<file path="src/rtl/crossing_pkg.sv">
// Shared types and constants for the level-crossing scheduler.
package crossing_pkg;

    typedef enum logic [2:0] {
        ROAD_GO      = 3'd0,
        ROAD_WARN    = 3'd1,
        ROAD_STOP    = 3'd2,
        TRACK_GO     = 3'd3,
        TRACK_SWITCH = 3'd4,
        ROAD_RECOVER = 3'd5
    } state_t;

    // Road lamp encoding, packed as {red, yellow, green}.
    localparam logic [2:0] LIGHT_R = 3'b100;
    localparam logic [2:0] LIGHT_Y = 3'b010;
    localparam logic [2:0] LIGHT_G = 3'b001;

    localparam logic [1:0] GRANT_NONE = 2'b00;

    // One-hot grant vector for a selected track.
    function automatic logic [1:0] onehot_sel(input logic sel);
        return sel ? 2'b10 : 2'b01;
    endfunction

    // Round-robin pick: a lone requester wins; on a tie the track that was
    // not served last wins.
    function automatic logic arbitrate(input logic [1:0] req, input logic last);
        logic pick;
        case (req)
            2'b01:   pick = 1'b0;
            2'b10:   pick = 1'b1;
            default: pick = ~last;
        endcase
        return pick;
    endfunction

endpackage

</file>
<file path="src/rtl/tick_prescaler.sv">
// Programmable tick generator: one-cycle tick every 2^(PRE_W+divider) clocks.
// A restart clears the count so a new state always begins a full period.
module tick_prescaler #(
    parameter int PRE_W = 4
) (
    input  logic       clk,
    input  logic       clr_n,
    input  logic       restart,
    input  logic [1:0] divider,
    output logic       tick
);

    localparam int CNT_W = PRE_W + 3;

    logic [CNT_W-1:0] cnt;
    logic [1:0]       div_q;
    logic [CNT_W-1:0] limit;

    // Terminal count for the latched divider: all-ones mask of PRE_W+div bits.
    always_comb begin
        limit = {CNT_W{1'b1}} >> (2'd3 - div_q);
        tick  = (cnt == limit);
    end

    // Count up; the divider is re-sampled only at restart or wrap.
    always_ff @(posedge clk or negedge clr_n) begin
        if (!clr_n) begin
            cnt   <= '0;
            div_q <= 2'd0;
        end else if (restart || tick) begin
            cnt   <= '0;
            div_q <= divider;
        end else begin
            cnt   <= cnt + 1'b1;
        end
    end

endmodule

</file>
<file path="src/rtl/crossing_ctrl.sv">
// Level-crossing scheduler: sequences road lamps and barrier, and grants the
// crossing to one of two tracks at a time, round-robin.
//
//   state        | meaning
//   -------------+--------------------------------------------------
//   ROAD_GO      | road green, barrier up, waiting for a train
//   ROAD_WARN    | road yellow for YEL_TICKS, sequence committed
//   ROAD_STOP    | road red, barrier down, clearance before grant
//   TRACK_GO     | one track granted until done or withdrawn
//   TRACK_SWITCH | grant dropped, clearance before serving the other
//   ROAD_RECOVER | barrier up, road still red, then back to green
module crossing_ctrl
    import crossing_pkg::*;
#(
    parameter int PRE_W     = 4,
    parameter int YEL_TICKS = 4,
    parameter int CLR_TICKS = 2
) (
    input  logic       clk,
    input  logic       clr_n,
    input  logic [1:0] divider,
    input  logic [1:0] req,
    input  logic [1:0] done,
    output logic       red,
    output logic       yellow,
    output logic       green,
    output logic       barrier,
    output logic [1:0] grant
);

    localparam int TMR_W = 4;
    localparam logic [TMR_W-1:0] YEL_LOAD = TMR_W'(YEL_TICKS - 1);
    localparam logic [TMR_W-1:0] CLR_LOAD = TMR_W'(CLR_TICKS - 1);

    state_t           state, state_nx;
    logic             sel, sel_nx;
    logic             last;
    logic [TMR_W-1:0] tmr, tmr_load;
    logic             tick;
    logic             restart;
    logic             tmr_exp;
    logic             other;

    tick_prescaler #(.PRE_W(PRE_W)) u_presc (
        .clk     (clk),
        .clr_n   (clr_n),
        .restart (restart),
        .divider (divider),
        .tick    (tick)
    );

    // Timed states expire on the tick that finds the down-counter at zero.
    always_comb begin
        other   = ~sel;
        tmr_exp = tick && (tmr == '0);
    end

    // Next state, next selected track and prescaler restart on any change.
    always_comb begin
        state_nx = state;
        sel_nx   = sel;
        case (state)
            ROAD_GO: begin
                if (req != 2'b00) state_nx = ROAD_WARN;
            end
            ROAD_WARN: begin
                if (tmr_exp) state_nx = ROAD_STOP;
            end
            ROAD_STOP: begin
                if (tmr_exp) begin
                    if (req != 2'b00) begin
                        state_nx = TRACK_GO;
                        sel_nx   = arbitrate(req, last);
                    end else begin
                        state_nx = ROAD_RECOVER;
                    end
                end
            end
            TRACK_GO: begin
                if (done[sel] || !req[sel]) begin
                    state_nx = req[other] ? TRACK_SWITCH : ROAD_RECOVER;
                end
            end
            TRACK_SWITCH: begin
                if (tmr_exp) begin
                    if (req[other]) begin
                        state_nx = TRACK_GO;
                        sel_nx   = other;
                    end else begin
                        state_nx = ROAD_RECOVER;
                    end
                end
            end
            ROAD_RECOVER: begin
                if (tmr_exp) state_nx = ROAD_GO;
            end
            default: state_nx = ROAD_GO;
        endcase
        restart = (state_nx != state);
    end

    // Tick budget loaded on entry to each state.
    always_comb begin
        case (state_nx)
            ROAD_WARN:    tmr_load = YEL_LOAD;
            ROAD_STOP,
            TRACK_SWITCH,
            ROAD_RECOVER: tmr_load = CLR_LOAD;
            default:      tmr_load = '0;
        endcase
    end

    // State, arbitration memory and tick down-counter.
    always_ff @(posedge clk or negedge clr_n) begin
        if (!clr_n) begin
            state <= ROAD_GO;
            sel   <= 1'b0;
            last  <= 1'b1;
            tmr   <= '0;
        end else begin
            state <= state_nx;
            sel   <= sel_nx;
            if (restart && (state_nx == TRACK_GO)) last <= sel_nx;
            if (restart)                           tmr  <= tmr_load;
            else if (tick && (tmr != '0))          tmr  <= tmr - 1'b1;
        end
    end

    // Moore output decode of the registered state.
    always_comb begin
        {red, yellow, green} = LIGHT_R;
        barrier              = 1'b1;
        grant                = GRANT_NONE;
        case (state)
            ROAD_GO: begin
                {red, yellow, green} = LIGHT_G;
                barrier              = 1'b0;
            end
            ROAD_WARN: begin
                {red, yellow, green} = LIGHT_Y;
                barrier              = 1'b0;
            end
            TRACK_GO:     grant   = onehot_sel(sel);
            ROAD_RECOVER: barrier = 1'b0;
            default: ;
        endcase
    end

endmodule

</file>
<file path="config.mk">
export PLATFORM = sky130hd
export DESIGN_NAME = crossing_ctrl
export DESIGN_NICKNAME = d
export VERILOG_FILES = /design/src/rtl/crossing_pkg.sv /design/src/rtl/tick_prescaler.sv /design/src/rtl/crossing_ctrl.sv
export SDC_FILE = /design/constraint.sdc
export NUM_CORES = 1
export LEC_CHECK = 0
export ABC_AREA = 1
export BUFFER_PORTS_ARGS = -buffer_cell sky130_fd_sc_hd__buf_2
export CAP_MARGIN = 10
export CORE_MARGIN = 2
export CORE_UTILIZATION = 30
export DETAILED_ROUTE_END_ITERATION = 12
export HOLD_SLACK_MARGIN = 0.03
export PLACE_DENSITY_LB_ADDON = 0.08
export SETUP_SLACK_MARGIN = 0.4
export SYNTH_ARGS = -nofsm -noshare
export SYNTH_HDL_FRONTEND = slang
export SYNTH_SLANG_ARGS = --single-unit
</file>
<file path="constraint.sdc">
create_clock -name clk -period 2.45 [get_ports clk]
set_clock_uncertainty 0.2 [all_clocks]
set_input_delay 0.245 -clock clk [delete_from_list [all_inputs] [get_ports clk]]
set_output_delay 0.245 -clock clk [all_outputs]
set_load 0.01 [all_outputs]
</file>
==> flow_metrics.tcl <==
set metrics [dict create \
    vdd_drop_max_uv 312 \
    post-route-drc-count 0 \
    drive_above_1_share_pct 32.3 \
    power_density_nw_per_um2 713 \
    synth_compound_area_share_pct 6.61 \
    antenna_left 0 \
    synth_warnings 0 \
    die_w_um 70.0 \
    r2r_cells 14 \
    htreeDepth 1 \
    muxShareOfSynthArea_pct 0 \
    min_period_ns 2.02 \
    syn2layout_area_growth_pct 33.1 \
    hold_class "primary input to register" \
    initial_core_util_pct 32.0 \
    clkPwrFrac_pct 20.4 \
    switchingPower_uw 491 \
    fin_util_pct 42.6 \
    p_seq_share_pct 34.2 \
    drt-total-wl_um 3280 \
    antenna_found_initial 0 \
    placedCellCount 247 \
    ctsLongestPathBuffers 2 \
    netSwitchingFraction_pct 39.6 \
    path_class "register to register" \
    place.gp.congestion 0.922 \
    synthCells 185 \
    drt_pass1_iterations 4 \
    intPower_uw 749 \
    clkTransAtPathRegs_ns 0.08 \
    root_buffer "clkbuf_8" \
    core_sq_um 4090 \
    worstPathRequired_ns 2.45 \
    ys_types 26 \
    hold_viol_final 0 \
    num_rows 23 \
    vias 1244 \
    fillers 432 \
    status "completed" \
    io_pins 14 \
    final.setup.tns_ns 0 \
    avgSynthCellArea_sq_um 7.06 \
    n_antenna_cell 0 \
    grt_pass1_vias 1202 \
    drt_iter0_markers 62 \
    synth-simple-area-share_pct 40.8 \
    clk_latency_ns 0.26 \
    grtUsageTotal_pct 13.6 \
    synthAdderAreaFrac_pct 3.83 \
    grt_start_max_net_pins 19 \
    period_share_pct 82.5 \
    power_frac_comb_pct 45.4 \
    syn_nets 197 \
    final_net_count 230 \
    drv_cap 0 \
    max_freq_ghz 0.495 \
    synth_top_family_by_area "simple AND/OR/NAND/NOR gates" \
    p_leak_uw 0.000882 \
    syn_area_sq_um 1310 \
    ys_ff_latch 18 \
    tightest_slew_ns 0.417 \
    setup_viol 0 \
    routedWlPerCell_um 12.3 \
    die_area_sq_um 4900 \
    cts_buffers 3 \
    stdcell_count 267 \
    drv_slew 0 \
    grt_setup_unrepaired "true" \
    via_per_inst 4.66 \
    io_buffer_count 13 \
    slew_headroom_pct 72.0 \
    synth-xor-area-share_pct 4.69 \
    worstPathArrival_ns 2.02 \
    gr-total-overflow 0 \
    cts.sink_count 18 \
    pre_cts_ws_ns 0.149 \
    cts_tree "yes" \
    dpl.hpwl_um 2440 \
    hold_depth 5 \
    cp_max_fo 6 \
    die_y_um 70.0 \
    endpoint_kind "register" \
    critPathLaunchType "register" \
    setup_ws_ns 0.428 \
    seq_area_frac_synth_pct 34.6 \
    grt_first_pass_wirelength_um 5340 \
]
[power groups by stage]
| stage | registers (uW) | logic, uW | clock network, uW |
|---|---|---|---|
| detailed placement | 417 | 380 | 0 |
| finish | 424 | 563 | 253 |
| global route | 431 | 625 | 276 |
| floorplan | 402 | 285 | 0 |
| global placement | 416 | 372 | 0 |
| CTS | 416 | 437 | 261 |
[layer usage]
layer,up-vias,share of wire [%],GRT usage [%]
li1,642,-,-
met1,576,47,19.3
met2,22,47,20.4
met3,4,4.6,3.03
met4,0,1.1,4.06
met5,-,0,0
[flip-flops by register name, summed over array words and instances, names as in the netlist]
name and flops:
u_presc.cnt 7, tmr 4, state 3, sel 1
last 1, u_presc.div_q 2
[cells in the final DEF, fill, tap and decap left out, types with 6 or more instances in the layout]
cell type | synthesis | final
nand2_1 | 55 | 49
inv_1 | 30 | 27
nor2_1 | 22 | 15
dfrtp_1 | 17 | 14
buf_2 | 0 | 13
buf_4 | 1 | 11
nor2_2 | 4 | 9
nand3_1 | 10 | 8
nand4_1 | 7 | 7
a21oi_1 | 6 | 6
nand2_2 | 2 | 6
xor2_1 | 6 | 6
[area by class of cell]
cell class | count | area (sq um) | area share [%]
Sequential cell | 18 | 455 | 26.2
Tap cell | 50 | 62.6 | 3.60
Multi-Input combinational cell | 136 | 852 | 49.0
Inverter | 31 | 116 | 6.69
Clock buffer | 4 | 55.1 | 3.17
Timing Repair Buffer | 28 | 198 | 11.4
[cells by family after synthesis]
kind of cell	after synthesis
AOI/OAI and AO/OA	14
buffers and inverters	32
adders and majority gates	4
DFF	18
and+or+nand+nor	110
xor gates and xnor gates	7
[cell usage after synthesis, drive strengths merged]
| cell type | count | area share [%] |
|---|---|---|
| nor2 | 28 | 10 |
| inv | 31 | 8.9 |
| buf | 1 | 0.57 |
| o2111ai | 1 | 0.67 |
| nand3b | 1 | 0.57 |
| a31oi | 1 | 0.48 |
| xor2 | 6 | 4.0 |
| xnor2 | 1 | 0.67 |
| nand2 | 59 | 18 |
| a21oi | 6 | 2.3 |
| o21ai | 6 | 3.2 |
| nor3 | 1 | 0.38 |
| dfrtp | 17 | 33 |
| nand4 | 7 | 3.4 |
| dfstp | 1 | 2.0 |
| ha | 4 | 3.8 |
| nand3 | 14 | 8.0 |
[path summary, 6_finish.rpt]
check                                         startpoint  slack [ns]                        to
worst min-delay path                              req[1]        0.23             sel$_DFF_PN0_
worst min register to register          last$_DFFE_PN1P_        0.26          last$_DFFE_PN1P_
worst max register to register  u_presc.cnt[1]$_DFF_PN0_        0.43          last$_DFFE_PN1P_
max in group asynchronous                          clr_n        1.47  u_presc.cnt[4]$_DFF_PN0_
min in group asynchronous                          clr_n        0.25        tmr[1]$_DFFE_PN0P_
worst max-delay path            u_presc.cnt[1]$_DFF_PN0_        0.43          last$_DFFE_PN1P_
[worst max-delay path, stage by stage, from the launching register on]
cell and delay, ns:
dfrtp_1 0.39, ha_4 0.16, nand3_4 0.10, nor2_4 0.16
nand4_1 0.16, buf_4 0.19, nand2_4 0.06, nand2_4 0.05
inv_2 0.06, o21ai_4 0.06, buf_12 0.15, nand2_8 0.06
nand2_1 0.05, nand2_1 0.06, nand2_1 0.04
[what timing repair did]
| item | in CTS | in global routing |
|---|---|---|
| buffers inserted | 5 | 7 |
| pin swaps | 4 | 10 |
| gates cloned | 1 | 0 |
| hold buffers | 3 | 0 |
| gates resized for setup | 10 | 22 |
| setup endpoints to repair | 14 | 14 |
| hold endpoints to repair | 19 | 0 |
[metrics by stage]
| step | instance area (sq um) | hold WS (ns) | power (uW) |
|---|---|---|---|
| 2_1_floorplan | 1310 | -0.251 | 687 |
| 3_3_place_gp | 1430 | 0.00430 | 788 |
| 3_5_place_dp | 1430 | 0.0158 | 797 |
| 4_1_cts | 1590 | 0.237 | 1110 |
| 5_1_grt | 1740 | 0.270 | 1330 |
| 6_report | 1740 | 0.233 | 1240 |
Note: power is estimated with default switching activity, not from simulation.
